`src/rtl/axis_offset_gen.sv`:
```
// Stick value to slew-limited per-motor offsets with link-loss failsafe; optional trim via AXIS_OFFSET_GEN_TRIM_EN.
// Latency: target one clock after rec_valid; offsets move at most SLEW per tick, registered one clock after current.
// Backpressure: none; rec_valid is a strobe that is always accepted.
module axis_offset_gen #(
  parameter int IN_W          = 8,
  parameter int OUT_W         = 8,
  parameter int CENTER        = 20,
  parameter int DEADBAND      = 2,
  parameter int STEP          = 3,
  parameter int MAX_OFFSET    = 6,
  parameter int SLEW          = 1,
  parameter int TICK_DIV      = 4,
  parameter int TIMEOUT_TICKS = 8
) (
  input  logic             clk,
  input  logic             rst,
  input  logic [IN_W-1:0]  rec_val,
  input  logic             rec_valid,
`ifdef AXIS_OFFSET_GEN_TRIM_EN
  input  logic signed [4:0] trim_val,
  input  logic             trim_load,
`endif
  output logic [OUT_W-1:0] motor_1_offset,
  output logic [OUT_W-1:0] motor_2_offset,
  output logic [OUT_W-1:0] motor_3_offset,
  output logic [OUT_W-1:0] motor_4_offset,
  output logic             settled,
  output logic             link_lost
);

  localparam int CW  = IN_W + 2;
  localparam int MW  = IN_W + 1;
  localparam int SW  = OUT_W + 2;
  localparam int TW  = (TICK_DIV > 1) ? $clog2(TICK_DIV) : 1;
  localparam int TOW = $clog2(TIMEOUT_TICKS + 1);

  typedef enum logic [1:0] {IDLE, TRACK, FAILSAFE} state_t;

  state_t                  state_q, state_d;
  logic [TW-1:0]           tick_cnt;
  logic                    tick;
  logic [TOW-1:0]          to_q, to_d;
  logic signed [OUT_W:0]   target_q, target_d, cur_q, cur_d, new_target;
  logic [IN_W-1:0]         center;
  logic [MW-1:0]           mag, quo;
  logic [OUT_W-1:0]        level;
  logic signed [SW-1:0]    delta, delta_abs, step, stepped;

`ifdef AXIS_OFFSET_GEN_TRIM_EN
  logic signed [4:0]       trim_q;
  logic signed [CW-1:0]    c_sum;

  always_ff @(posedge clk or posedge rst) begin
    if (rst)            trim_q <= '0;
    else if (trim_load) trim_q <= trim_val;
  end

  always_comb begin
    c_sum = $signed(CW'(CENTER)) + $signed({{(CW-5){trim_q[4]}}, trim_q});
    if (c_sum < 0)                              center = '0;
    else if (c_sum > CW'((1 << IN_W) - 1))      center = '1;
    else                                        center = c_sum[IN_W-1:0];
  end
`else
  assign center = IN_W'(CENTER);
`endif

  // Magnitude is taken in the ordered direction so it can never wrap.
  always_comb begin
    mag = (rec_val > center) ? (MW'(rec_val) - MW'(center)) : (MW'(center) - MW'(rec_val));
    quo = (mag - MW'(DEADBAND + 1)) / MW'(STEP) + MW'(1);
    if (mag <= MW'(DEADBAND))          level = '0;
    else if (quo >= MW'(MAX_OFFSET))   level = OUT_W'(MAX_OFFSET);
    else                               level = OUT_W'(quo);
    new_target = '0;
    if (rec_val > center)      new_target = $signed({1'b0, level});
    else if (rec_val < center) new_target = -$signed({1'b0, level});
  end

  assign tick = (tick_cnt == TW'(TICK_DIV - 1));

  // Slew step is clamped at zero so a sign reversal always lands on 0 first.
  always_comb begin
    delta     = $signed({target_q[OUT_W], target_q}) - $signed({cur_q[OUT_W], cur_q});
    delta_abs = (delta < 0) ? -delta : delta;
    step      = (delta_abs < SW'(SLEW)) ? delta_abs : SW'(SLEW);
    stepped   = $signed({cur_q[OUT_W], cur_q});
    if (delta > 0) begin
      stepped = stepped + step;
      if (cur_q < 0 && stepped > 0) stepped = '0;
    end else if (delta < 0) begin
      stepped = stepped - step;
      if (cur_q > 0 && stepped < 0) stepped = '0;
    end
    cur_d = tick ? stepped[OUT_W:0] : cur_q;
  end

  always_comb begin
    state_d  = state_q;
    target_d = target_q;
    to_d     = to_q;
    case (state_q)
      IDLE: begin
        if (rec_valid) begin
          state_d  = TRACK;
          target_d = new_target;
          to_d     = '0;
        end
      end
      TRACK: begin
        if (rec_valid) begin
          target_d = new_target;
          to_d     = '0;
        end else if (tick) begin
          if (to_q == TOW'(TIMEOUT_TICKS - 1)) begin
            state_d  = FAILSAFE;
            target_d = '0;
            to_d     = '0;
          end else begin
            to_d = to_q + 1'b1;
          end
        end
      end
      FAILSAFE: begin
        if (rec_valid) begin
          state_d  = TRACK;
          target_d = new_target;
          to_d     = '0;
        end
      end
      default: state_d = IDLE;
    endcase
  end

  always_ff @(posedge clk or posedge rst) begin
    if (rst) begin
      state_q        <= IDLE;
      tick_cnt       <= '0;
      to_q           <= '0;
      target_q       <= '0;
      cur_q          <= '0;
      motor_1_offset <= '0;
      motor_3_offset <= '0;
      settled        <= 1'b1;
    end else begin
      state_q        <= state_d;
      tick_cnt       <= tick ? '0 : tick_cnt + 1'b1;
      to_q           <= to_d;
      target_q       <= target_d;
      cur_q          <= cur_d;
      motor_1_offset <= (cur_q > 0) ? OUT_W'(cur_q) : '0;
      motor_3_offset <= (cur_q < 0) ? OUT_W'(-cur_q) : '0;
      settled        <= (cur_q == target_q);
    end
  end

  assign motor_2_offset = motor_1_offset;
  assign motor_4_offset = motor_3_offset;
  assign link_lost      = (state_q == FAILSAFE);

endmodule

```
`config.mk`:
```
export PLATFORM = sky130hd
export DESIGN_NAME = axis_offset_gen
export DESIGN_NICKNAME = d
export VERILOG_FILES = /design/src/rtl/axis_offset_gen.sv
export SDC_FILE = /design/constraint.sdc
export NUM_CORES = 1
export LEC_CHECK = 0
export BUFFER_PORTS_ARGS = -buffer_cell sky130_fd_sc_hd__buf_2
export CORE_UTILIZATION = 45
export CTS_CLUSTER_DIAMETER = 40
export DETAILED_ROUTE_END_ITERATION = 8
export GPL_ROUTABILITY_DRIVEN = 0
export HOLD_SLACK_MARGIN = 0.02
export PLACE_DENSITY = 0.72
export REMOVE_ABC_BUFFERS = 1
export SYNTH_ARGS = -nofsm -noshare
export SYNTH_HDL_FRONTEND = slang
export SYNTH_SLANG_ARGS = --single-unit
```
`constraint.sdc`:
```
create_clock -name clk -period 12.3 [get_ports clk]
set_clock_uncertainty 0.15 [all_clocks]
set_input_delay 1.845 -clock clk [delete_from_list [all_inputs] [get_ports clk]]
set_output_delay 1.845 -clock clk [all_outputs]
set_load 0.01 [all_outputs]
```
==> flow_summary.yaml <==
drt:
  wire_per_inst_um: 14.9
  drt_iter0_markers: 397
  via_per_inst: 5.94
  drc: 0
  top_layer: "met4"
  wl_met3_um: 589
  num_vias: 5301
  drt-met1-wl_um: 6320
  drt_first_pass_iters: 5
  routed_wl_um: 13300
  postRouteAntennaNets: 0
  wl_met2_um: 6120
timing:
  finalCriticalPeriod_ns: 9.64
  maxSlewHeadroom_pct: 45.0
  clock.fmax_mhz: 104
  hold_viol: 0
  fin_crit_sh_pct: 78.4
  slew_violations: 0
  finalSetupViolations: 0
  holdWs_ns: 0.276
  tns_ns: 0
  worst_pin_slew_ns: 0.802
  rsz0062_at_grt: "false"
clock_network:
  cts-resized-gates: 0
  cts_root_buffer: "clkbuf_16"
  cts_hold_buf: 0
  clkSlewWorstSetupHoldPaths_ns: 0.06
  clkLatencyLatePin_ns: 0.29
  post_cts_buffers: 0
  cts.htree.levels: 2
  cts_max_path_buffers: 2
  cts_num_sinks: 43
  cts_tree: "done"
  cts_buffers: 5
synth:
  syn_inst: 729
  ys_seq_area_share_pct: 19.4
  async_reset_ff_share_pct: 100
  avgSynthCellArea_sq_um: 7.61
  synth.area.top_cells: "dfrtp_1 19%, ha_1 10%, nor2_1 5.1%, xnor2_1 4.6%, nand2_1 4.3%"
  synth.distinct_cells: 89
  synth_ff_type: "dfrtp_1"
  ys_warn_count: 0
  syn_area_sq_mm: 0.00555
  synth_top_area_share_pct: 18.9
  ys_ff_latch: 43
  synth_edf_count: 0
  yosys.area.top_type: "dfrtp_1"
placement:
  dp_hpwl_um: 10600
  dp.cells: 884
  post_dp_cell_area_sq_mm: 0.00575
  io_buffers: 44
power:
  finalPower_mw: 1.20
  leakage_nw: 2.74
  vdd_drop_max_mv: 0.0835
  p_per_area_mw_per_mm2: 203
critical_path:
  max_stage_delay_ns: 0.70
  crit_required_ns: 12.31
  worstSetupPathType: "input port to register"
  cp_slowest_cell: "a2111oi_0"
  end_kind: "register"
  crit_arrival_ns: 9.65
  cpMostUsedCell: "ha_1"
  start_kind: "input port"
  crit_fanout: 13
finish:
  area_growth_pct: 6.72
  instances_no_fill: 892
  antenna_cells: 0
  nNetsFinal: 804
  regArea_sq_mm: 0.00108
  final_area_sq_mm: 0.00592
  fillers: 1152
  drive_above_1_share_pct: 13.2
  multi_input_area_sq_mm: 0.00401
die:
  io_pins: 45
  coreArea_sq_mm: 0.0120
  dieWidth_um: 113
  rows: 40
  die_y_um: 113
  start_util_pct: 46.2
  die-area_sq_mm: 0.0128
grt:
  grt_max_degree: 44
  grt_pass1_wl_um: 22500
  grt_pass1_vias: 4665
  overflow: 0
  antenna_found_initial: 0
  grtUsageTotal_pct: 21.2
outcome:
  outcome: "finished, final reports clean"
flow_run:
  cap_violations: 0
worst_hold_path:
  hp-class: "register to register"
final cells by class:
type / count / share of cell area, %
multi-input cells: 585 / 67.7
well taps: 147 / 3.11
inverters: 62 / 3.93
clock inverters: 2 / 0.592
clock buffers: 6 / 2.35
repair buffers: 47 / 4.10
flip-flops and latches: 43 / 18.2
worst max-delay path, delay by kind of cell:
| kind | cells | cell delay [ns] |
|---|---|---|
| AO/OA/AOI/OAI | 13 | 3.06 |
| AND/OR/NAND/NOR | 12 | 2.64 |
| adder cells (fa/ha/maj) | 5 | 1.27 |
| buffers and inverters | 5 | 0.54 |
| multiplexers | 1 | 0.28 |
placed cells by master, fill, tap and decap left out, types with 7 or more instances in the layout:
master / synthesis / layout
ha_1: 46 / 46
dfrtp_1: 42 / 42
xnor2_1: 29 / 29
or3_1: 7 / 7
o31ai_1: 8 / 8
a21oi_1: 46 / 46
nor3_1: 19 / 19
a31oi_1: 10 / 10
xor2_1: 17 / 17
inv_1: 61 / 60
nor2_1: 75 / 75
a21o_1: 14 / 14
nand3_1: 19 / 19
or2_2: 8 / 8
o21ai_0: 39 / 39
o211ai_1: 10 / 10
o21bai_1: 13 / 13
a211oi_1: 7 / 7
nand4_1: 8 / 8
o22ai_1: 10 / 10
buf_2: 4 / 44
nand2_1: 64 / 64
kinds of logic after synthesis:
| group | share of synthesized area, % |
|---|---|
| multiplexers | 0.947 |
| adder cells (fa/ha/maj) | 11.5 |
| buffers and inverters | 8.30 |
| XOR/XNOR | 7.26 |
| flip-flops | 19.4 |
| AND/OR/NAND/NOR | 21.8 |
| AO/OA/AOI/OAI | 30.8 |
cells in the mapped netlist (all sizes together) (8+ instances only):
master,n
nor2,76
nand2,64
inv,61
a21oi,48
ha,46
o21ai,46
dfrtp,42
xnor2,29
buf,24
nor3,24
nand3,19
xor2,17
a21o,15
clkbuf,15
o21bai,13
a211oi,11
or2,11
a31oi,10
o211ai,10
o22ai,10
o31ai,9
nand4,8
nor4,8
or3,8
routing by layer:
layer	track usage, %	vias up
met5	0	-
met4	6.40	0
met3	1.50	24
met2	35.5	190
met1	29.2	2424
li1	-	2663
where the power goes:
group,switching (mW),total [mW],internal (mW)
clock,0.0517,0.152,0.101
combinational,0.499,0.826,0.327
sequential,0.0409,0.222,0.181
total,0.592,1.20,0.609
sequential cells by signal, summed over array words and instances, names as in the netlist:
name            flops
tick_cnt            2
motor_3_offset      8
motor_1_offset      8
settled             1
cur_q               9
target_q            9
to_q                4
state_q             2
worst paths after layout:
kind	start	endpoint	slack, ns	cells past startpoint
max	rec_val[0]	target_q[2]$_DFFE_PP0P_	2.66	36
max reg2reg	cur_q[1]$_DFFE_PP0P_	cur_q[6]$_DFFE_PP0P_	4.39	33
min in group asynchronous	rst	target_q[7]$_DFFE_PP0P_	1.53	3
min	tick_cnt[0]$_DFF_PP0_	tick_cnt[0]$_DFF_PP0_	0.28	1
min reg2reg	tick_cnt[0]$_DFF_PP0_	tick_cnt[0]$_DFF_PP0_	0.28	1
max in group asynchronous	rst	settled$_DFF_PP1_	10.11	3
stage by stage:
| step | setup WS [ns] | utilization, % |
|---|---|---|
| final | 2.66 | 49.3 |
| after detailed placement | 2.53 | 47.9 |
| after global routing | 1.95 | 49.3 |
| after floorplan | 3.58 | - |
| after CTS | 2.83 | 49.3 |
| after global placement | 2.78 | 47.9 |
No activity file was read; power rests on OpenSTA's default activity.
